## src/rtl/autoindex_pkg.sv

```systemverilog
// autoindex_pkg: shared states, widths and pointer-page constant for the autoindex sequencer
package autoindex_pkg;
   localparam int ADDR_W = 16;
   localparam int OPERAND_W = 10;
   localparam logic [ADDR_W-OPERAND_W-1:0] AI_PAGE = '0;
   typedef enum logic [1:0] {IDLE, READ, WRITE, DONE} st_e;
   function automatic logic [ADDR_W-1:0] ptr_addr(input logic [OPERAND_W-1:0] op);
      return {AI_PAGE, op};
   endfunction
endpackage

```

## src/rtl/ai_incr.sv

```systemverilog
// ai_incr: 16-bit wrap-around incrementer producing the autoindex write-back value
module ai_incr
   import autoindex_pkg::*;
(
   input  logic [ADDR_W-1:0] a,
   output logic [ADDR_W-1:0] y
);
   assign y = a + ADDR_W'(1);
endmodule

```

## src/rtl/autoindex_seq.sv

```systemverilog
// autoindex_seq: resolves an indirect operand by reading its pointer and, when autoindexed,
// writing the post-incremented pointer back before signalling done
module autoindex_seq
   import autoindex_pkg::*;
(
   input  logic                 clk,
   input  logic                 reset,
   input  logic                 naindex,
   input  logic                 start,
   input  logic [OPERAND_W-1:0] operand,
   output logic [ADDR_W-1:0]    mem_addr,
   output logic                 mem_rd,
   output logic                 mem_wr,
   output logic [ADDR_W-1:0]    mem_wdata,
   input  logic [ADDR_W-1:0]    mem_rdata,
   input  logic                 mem_ack,
   output logic [ADDR_W-1:0]    ea,
   output logic                 busy,
   output logic                 done
);
   st_e st_q, st_d;
   logic [OPERAND_W-1:0] op_q, op_d;
   logic ai_q, ai_d;
   logic [ADDR_W-1:0] ea_q, ea_d, ea_inc;
   always_comb begin
      st_d = st_q;
      op_d = op_q;
      ai_d = ai_q;
      ea_d = ea_q;
      case (st_q)
         IDLE: if (start) begin
            op_d = operand;
            ai_d = ~naindex;
            st_d = READ;
         end
         READ: if (mem_ack) begin
            ea_d = mem_rdata;
            st_d = ai_q ? WRITE : DONE;
         end
         WRITE: if (mem_ack) st_d = DONE;
         default: st_d = IDLE;
      endcase
   end
   always_ff @(posedge clk or posedge reset) begin
      if (reset) begin
         st_q <= IDLE;
         op_q <= '0;
         ai_q <= 1'b0;
         ea_q <= '0;
      end else begin
         st_q <= st_d;
         op_q <= op_d;
         ai_q <= ai_d;
         ea_q <= ea_d;
      end
   end
   ai_incr u_incr (.a(ea_q), .y(ea_inc));
   // strobes decode straight from the state flop so reset drops them without waiting for clk
   assign mem_rd    = st_q == READ;
   assign mem_wr    = st_q == WRITE;
   assign mem_addr  = (mem_rd | mem_wr) ? ptr_addr(op_q) : '0;
   assign mem_wdata = mem_wr ? ea_inc : '0;
   assign ea        = ea_q;
   assign busy      = st_q != IDLE;
   assign done      = st_q == DONE;
endmodule

```

## config.mk

```make
export PLATFORM = sky130hd
export DESIGN_NAME = autoindex_seq
export DESIGN_NICKNAME = d
export VERILOG_FILES = /design/src/rtl/autoindex_pkg.sv /design/src/rtl/ai_incr.sv /design/src/rtl/autoindex_seq.sv
export SDC_FILE = /design/constraint.sdc
export NUM_CORES = 1
export LEC_CHECK = 0
export CAP_MARGIN = 20
export CORE_MARGIN = 10
export CORE_UTILIZATION = 25
export DETAILED_ROUTE_END_ITERATION = 8
export GPL_TIMING_DRIVEN = 0
export HOLD_SLACK_MARGIN = 0.06
export SYNTH_ARGS = -nofsm -noshare
export SYNTH_HDL_FRONTEND = slang
export SYNTH_SLANG_ARGS = --single-unit
```

## constraint.sdc

```tcl
create_clock -name clk -period 2.6 [get_ports clk]
set_clock_uncertainty 0.15 [all_clocks]
set_input_delay 0.52 -clock clk [delete_from_list [all_inputs] [get_ports clk]]
set_output_delay 0.52 -clock clk [all_outputs]
set_load 0.005 [all_outputs]
```

==> key figures <==
Outcome
  – Status: finished clean

Logic synthesis
  – Synthesized instance count: between 150 and 200
  – Post-synth cell types: 28
  – Post-Syn Area per Cell: about 11 um^2
  – Post-synthesis sequential area ratio: 0.433
  – Number of synthesized register bits: 29
  – Synthesized cell area: about 1700 um^2
  – Synth warn: 0

Setup path
  – Critical path peak fanout: 6
  – R2R Path Start: st_q[1]$_DFFE_PP0P_
  – Origin of the worst setup path: ea[0]$_DFFE_PP0P_
  – CP Data Arrival Time: roughly 1900 ps
  – CP endpoint kind: output port
  – CP Class: flip-flop to output port
  – Worst reg2reg path endpoint: ea[4]$_DFFE_PP0P_
  – Worst path cell trace: ha_4 > nand4_4 > or3_2 > a21oi_1 > dlygate4sd2_1
  – CP endpoint: mem_wdata[6]
  – Startpoint Class: flip-flop
  – Critical Path RT: roughly 1900 ps
  – CP peak stage delay: approximately 440 ps
  – Reg2reg path depth: 5
  – CP max-delay cell: or3_2
  – R2R setup slack: a little over 600 ps

Final layout
  – Commonest non-fill, non-tap cell in the layout: clkdlybuf4s50_1
  – Share of cells above drive strength 1: 0.388
  – Final #Nets: 317
  – Syn-to-layout area delta: 83.6%
  – Sequential cell area: 741 um^2
  – Layout fillers: 629
  – Footprint of the multi-input gates: between 1000 and 1500 um^2
  – Layout Cells excl Fill: between 300 and 400
  – Antenna cell count: 0
  – Most frequent cells in the layout: clkdlybuf4s50_1 (62), buf_4 (41), mux2_2 (28)

STA
  – Final worst path period need: 2520 ps
  – Hold Fails Final Rpt: 0
  – Fin. max-slew vios: 0
  – Fmax: approximately 400 MHz
  – Worst setup margin: ~80 ps
  – RSZ-0062 raised after global routing: true
  – Fin crit share: 0.969
  – Final setup viols: 0
  – Max-slew headroom: 0.609
  – Worst-margin pin slew: just under 600 ps

Clock network
  – Num CTS Buffers: 5
  – CTS tree: built
  – H-tree depth: 2
  – Worst-Skew Late Latency: 280 ps
  – Hold buffer count at CTS: 0
  – Clock Path Buffers: 2
  – Clk root buf: clkbuf_8
  – Clock sink count: 29
  – Clock transition at path regs: ~70 ps

Global route
  – Initial antenna violation count: 0
  – Vias in the first global route: between 1,500 and 2,000
  – Largest net degree at the start of global routing: 18
  – Overall Global Routing Usage: 0.112
  – First-pass GRT wire length: between 9 and 10 mm
  – Gr ovfl total: 0

Placed design
  – Placed Cells: roughly 320
  – Buffers on Ports: between 70 and 80
  – GP Congestion: 0.671
  – Hpwl dp: just over 4 mm
  – Place WS: -310 ps

Floorplanning
  – Starting Density: 0.261
  – Total core area: 6420 um^2
  – Rows: 29
  – Die Height: 102 um
  – Die Area: about 10,000 um^2
  – Die width: slightly above 100 um
  – Io pins: 83

Power
  – Pleak: 1.32 nW
  – Peak VDD IR: between 0.5 and 0.6 mV
  – Final Power: ~3.7 mW
  – PD cells: approximately 1200 nW/um^2

Flow run
  – MaxCap Viol Count: 0

Routing
  – DRC: 0
  – Total number of vias: 1,632
  – First-iteration detailed-routing DRC count: 42
  – Antenna-violating nets left: 0
  – DRT Pass-1 Iters: 2
  – Avg Vias per Cell: approximately 4.6
  – Total Wirelength: 5.74 mm
  – Wire length per cell: between 15 and 20 um

Hold path
  – Hold Path Cell Cnt: 2
  – Worst hold path class: flip-flop to flip-flop
## layout make-up
| class | count | area share |
|---|---|---|
| clock inverter | 1 | 0.00976 |
| tap | 77 | 0.0313 |
| multi-input combinational | 115 | 0.327 |
| clock buffer | 7 | 0.0281 |
| sequential | 29 | 0.241 |
| buffer | 9 | 0.0199 |
| inverter | 8 | 0.00976 |
| timing repair buffer | 112 | 0.333 |
## through the flow
stage | util | TNS (ps) | cell area, um^2 | hold slack (ps)
after floorplan | - | 0 | 1690 | 291
after global placement | 0.397 | -2810 | 2550 | 308
after detailed placement | 0.402 | -2900 | 2580 | 323
after CTS | 0.471 | 0 | 3020 | 339
after global routing | 0.479 | -13.3 | 3080 | 361
final | 0.479 | 0 | 3080 | 336
## metal layers
layer	GRT usage	vias to the layer above	wire, um
li1	-	788	-
met1	0.114	779	2120
met2	0.186	59	2750
met3	0.0742	6	806
met4	0.0325	0	60
met5	0	-	0
## worst max-delay path: cells and delay by family, from the launching register on
family	cells	cell delay, ps
AOI/OAI and AO/OA	1	140
adders and majority gates	1	170
buffers and inverters	1	250
DFF	1	390
and+or+nand+nor	2	610
## kinds of logic after synthesis
| group | Yosys count | share of synthesized area |
|---|---|---|
| and+or+nand+nor | 51 | 0.177 |
| muxes | 32 | 0.212 |
| DFF | 29 | 0.433 |
| buffers and inverters | 19 | 0.0568 |
| AOI/OAI and AO/OA | 17 | 0.0583 |
| adders and majority gates | 6 | 0.0448 |
| xor gates and xnor gates | 3 | 0.0157 |
| other | 1 | 0.00224 |
## how the worst min path moves through the flow
| stage | startpoint | end | slack (ps) |
|---|---|---|---|
| CTS | ai_q$_DFFE_PP0P_ | ai_q$_DFFE_PP0P_ | 340 |
| detailed placement | ai_q$_DFFE_PP0P_ | ai_q$_DFFE_PP0P_ | 320 |
| global route | ai_q$_DFFE_PP0P_ | ai_q$_DFFE_PP0P_ | 360 |
| floorplan | ai_q$_DFFE_PP0P_ | ai_q$_DFFE_PP0P_ | 290 |
| global placement | ai_q$_DFFE_PP0P_ | ai_q$_DFFE_PP0P_ | 310 |
| finish | ai_q$_DFFE_PP0P_ | ai_q$_DFFE_PP0P_ | 340 |
## flip-flops by register name, summed over array words and instances (netlist names)
name,flops
st_q,2
ea,16
op_q,10
ai_q,1
## what timing repair did
| action | in CTS | in global routing |
|---|---|---|
| pin swaps | 5 | 5 |
| resized for setup | 48 | 13 |
| endpoints found under the setup margin | 26 | 18 |
| buffers inserted | 27 | 8 |
| hold endpoints to repair | 0 | 0 |
## synthesized netlist by cell type
cell,instances,area [um^2]
clkbuf_1,4,15.0
nand2_1,11,41.3
nor4_1,4,25.0
nand2b_1,4,25.0
or3_1,2,12.5
ha_1,6,75.1
o22ai_1,1,6.26
mux2i_1,4,40.0
nand4_2,2,25.0
inv_1,8,30.0
mux2_2,28,315
buf_2,1,5.00
nand3_2,1,10.0
xnor2_1,1,8.76
buf_4,6,45.0
nand4_1,2,12.5
nand3_1,4,20.0
o21ai_0,4,20.0
o31ai_1,4,30.0
and2_1,11,68.8
or4_1,4,30.0
a31oi_1,1,6.26
xor2_1,2,17.5
a21oi_1,7,35.0
conb_1,1,3.75
nor2_1,5,18.8
dfrtp_1,29,726
or3_2,1,7.51
## where the power goes
group | switching, mW | internal (mW) | total, mW | leakage (nW)
clock | 0.178 | 0.312 | 0.490 | 0.0585
sequential | 0.209 | 0.705 | 0.915 | 0.331
combinational | 0.925 | 1.39 | 2.31 | 0.932
Power figures use the tool's default switching activity.
==> RTL edit 1, RTL diff (same flow settings) <==
The 4 values of `st_e` get a one-hot encoding in 4 bits.
--- a/src/rtl/autoindex_pkg.sv
+++ b/src/rtl/autoindex_pkg.sv
@@ -5,3 +5,3 @@
    localparam logic [ADDR_W-OPERAND_W-1:0] AI_PAGE = '0;
-   typedef enum logic [1:0] {IDLE, READ, WRITE, DONE} st_e;
+   typedef enum logic [3:0] {IDLE = 4'b0001, READ = 4'b0010, WRITE = 4'b0100, DONE = 4'b1000} st_e;
    function automatic logic [ADDR_W-1:0] ptr_addr(input logic [OPERAND_W-1:0] op);
Check against the original RTL: same outputs for any inputs over 10 cycles, from zero or initial values and one cycle with reset high; not proved beyond that.
==> RTL edit 1 against the unedited design <==
Sequential cell count increased by 2. Via count decreased by 9.9%. Area after synthesis increased by 3.0%. Final area decreased by 7.4%. Worst setup slack got worse by 35 ps. Routed wire length decreased by 11%. Critical path type unchanged. Critical endpoint is now mem_wdata[15].
Power is not compared: it rests on default switching activity, and its combinational part moved more than twofold at a synthesized area within 25%.
==> RTL edit 1: results (changes against the unedited design) <==
Outcome
  • Status: finished, final reports clean (unchanged)

Worst setup path
  • R2R Path Start: st_q[3]$_DFFE_PP0P_ (was st_q[1]$_DFFE_PP0P_)
  • Setup slack, reg-to-reg: 670 ps (was 610 ps)
  • Worst Setup EP: mem_wdata[15] (was mem_wdata[6])
  • Worst path max stage delay: 540 ps (was 440 ps)
  • WP data arrival: 1890 ps (was 1850 ps)

Layout
  • Fillers: 682 (was 629)
  • Fin cells: 338 (was 358)
  • Final net count: 289 (was 317)
  • Share of layout cells above drive strength 1: 0.314 (was 0.388)

Logic synthesis
  • Post-synthesis adder-cell area fraction: 0.00725 (was 0.0448)
  • Synth top area cells: dfrtp_1 44%, mux2_4 8.7%, mux2_2 7.2% (was dfrtp_1 43%, mux2_2 19%, ha_1 4.5%)
  • Compound-cell area share of the yosys netlist: 0.0297 (was 0.0583)
  • Post-synth top cells: 30 x dfrtp_1, 17 x nor2_1, 11 x and2_1, 11 x mux2_2, 11 x xnor2_1 (was 29 x dfrtp_1, 28 x mux2_2, 11 x and2_1, 11 x nand2_1, 8 x inv_1)
  • Multiplexer area fraction after synthesis: 0.191 (was 0.212)
  • Syn Inst Count: 156 (was 158)

Placement
  • Pre-CTS setup slack: -95.3 ps (was -310 ps)
  • HPWL after DPL: 3930 um (was 4110 um)
  • Post-DP Area: 2630 um2 (was 2580 um2)
  • Post-Place Cells: 318 (was 317)
  • RePlAce Congestion: 0.801 (was 0.671)

Routing
  • Routed vias/inst: 4.35 (was 4.56)
  • DRT Pass-1 Iters: 4 (was 2)
  • Met2 WL post-DR: 2620 um (was 2750 um)
  • Drt first-iter violations: 62 (was 42)
  • Final WL: 5130 um (was 5740 um)
  • Met3 wire len: 386 um (was 806 um)

Timing
  • Hold slack: 334 ps (was 336 ps)
  • Max Clk Rate: 391 MHz (was 397 MHz)
  • Slew headroom: 0.532 (was 0.609)

Global routing
  • First-pass GRT wire length: 7740 um (was 9120 um)

Worst hold path
  • Hold path endpoint: op_q[3]$_DFFE_PP0P_ (was ai_q$_DFFE_PP0P_)
[RTL edit 1: cell types whose count changed in the layout (fill, tap and decap cells not counted), moves of 7 or more]
cell | unedited run | this run
buf_4 | 41 | 18
clkdlybuf4s50_1 | 62 | 49
dfrtp_1 | 17 | 24
dlymetal6s2s_1 | 0 | 10
mux2_2 | 28 | 11
mux2_4 | 0 | 10
nor2_1 | 5 | 16
xnor2_1 | 1 | 10
[RTL edit 1: worst max-delay path, delay by kind of cell (launching register included)]
kind            cells  cell delay (ps)
buf+inv             3              330
flops               1              410
simple gates        2              580
compound gates      2              300
[RTL edit 1: cells by family after synthesis]
logic type	count (synthesis)
adder cells (fa/ha/maj)	1
buffers and inverters	17
AND/OR/NAND/NOR	58
XOR/XNOR	14
flip-flops	31
AO/OA/AOI/OAI	8
other	1
multiplexers	26
[RTL edit 1: layout make-up]
class,count,area (um2),area share
Multi-Input combinational cell,113,911,0.320
Timing Repair Buffer,89,851,0.299
Sequential cell,31,785,0.275
Tap cell,80,100,0.0351
Buffer,11,95.1,0.0334
Clock buffer,7,76.3,0.0268
Inverter,6,27.5,0.00966
Clock inverter,1,5.00,0.00176
[RTL edit 1: what timing repair did]
item / in CTS / in global routing
buffers inserted: 4 / 7
pin swaps: 1 / 3
resized for setup: 31 / 45
setup endpoints to repair: 26 / 20
gates cloned: 1 / 0
[RTL edit 1: routing by layer]
layer | vias up | global-route usage
met4 | 0 | 0.0460
met1 | 690 | 0.106
met2 | 44 | 0.156
met3 | 8 | 0.0362
li1 | 729 | -
met5 | - | 0
[RTL edit 1: power by group]
group,internal [mW],switching [mW],leakage [nW],total [mW]
logic,0.763,0.372,1.01,1.13
clock network,0.188,0.171,0.0422,0.358
registers,0.724,0.266,0.367,0.990
==> RTL edit 2, RTL diff (same settings) <==
Without the edit above. Change the package constant `ADDR_W` from 16 to 17.
--- a/src/rtl/autoindex_pkg.sv
+++ b/src/rtl/autoindex_pkg.sv
@@ -2,3 +2,3 @@
 package autoindex_pkg;
-   localparam int ADDR_W = 16;
+   localparam int ADDR_W = 17;
    localparam int OPERAND_W = 10;
Ports: changed (resized ea, mem_addr, mem_rdata and mem_wdata); port bits go from 83 to 87. No check against the original RTL was run, so the function may have changed too.
==> RTL edit 2 against the unedited design <==
Worst setup slack worse by 31 ps. Final area is 1.8% higher. Hold slack worse by 10 ps. Area after synthesis is 6.2% higher. Sequential cell count is 1 higher. Cell count is 5.0% higher. Routed wire length is 5.1% higher. Total power is 0.48% lower.
==> RTL edit 2: results (changes against the unedited design) <==
Outcome
  • Status: finished, final reports clean (unchanged)

Routing
  • Met2 WL post-DR: 2880 um (was 2750 um)
  • Vias: 1675 (was 1632)

Logic synthesis
  • Synth top area cells: dfrtp_1 42%, mux2_2 18%, ha_1 4.2% (was dfrtp_1 43%, mux2_2 19%, ha_1 4.5%)
  • Avg Cell Area, Syn: 10.5 um2 (was 10.6 um2)
  • Post-synth cell types: 31 (was 28)

Placement
  • Port buffer count: 79 (was 76)
  • Post-Place Cells: 352 (was 317)
  • HPWL after DPL: 4450 um (was 4110 um)
  • RePlAce Congestion: 0.706 (was 0.671)

Global routing
  • GR Layer Usage met2: 0.175 (was 0.186)
  • Met3 global-route usage: 0.0589 (was 0.0742)

Pwr
  • Leak: 1.35 nW (was 1.32 nW)
  • Total power: 3.70 mW (was 3.72 mW)
  • Reg power frac: 0.268 (was 0.246)
  • Max IR drop VDD: 0.574 mV (was 0.507 mV)

Timing
  • Slew headroom: 0.531 (was 0.609)
  • Hold slack: 325 ps (was 336 ps)

Layout
  • Clock-cell share of area: 0.0292 (was 0.0378)
  • Non-clk bufs: 111 (was 121)
  • Inverters: 6 (was 8)
  • Share of layout cells above drive strength 1: 0.354 (was 0.388)
  • Storage cell area: 764 um2 (was 741 um2)

Worst setup path
  • R2R Path Start: st_q[0]$_DFFE_PP0P_ (was st_q[1]$_DFFE_PP0P_)

Clocking
  • Postcts setup bufs: 16 (was 27)
  • Post-cts sizing count: 45 (was 48)
==> RTL edit 2: cells by family (layout without fill, tap and decap cells) <==
group,after synthesis,count (layout),share of synthesized area
other,1,7,0.00211
adder cells (fa/ha/maj),6,6,0.0422
AO/OA/AOI/OAI,19,19,0.0633
flip-flops,30,30,0.422
buffers and inverters,21,125,0.0647
XOR/XNOR,3,3,0.0148
multiplexers,33,33,0.206
AND/OR/NAND/NOR,57,57,0.185
==> RTL edit 2: critical path: cells and delay by family (launching register included) <==
family / cells / cell delay [ps]
simple gates: 2 / 560
compound gates: 1 / 140
flops: 1 / 400
buf+inv: 3 / 490
==> RTL edit 2: through the flow <==
stage | utilization | area [um2] | TNS, ps
floorplan | - | 1800 | 0
global placement | 0.395 | 2710 | -1360
detailed placement | 0.399 | 2740 | -1600
CTS | 0.449 | 3080 | -126
global route | 0.456 | 3130 | -20.4
finish | 0.456 | 3130 | 0
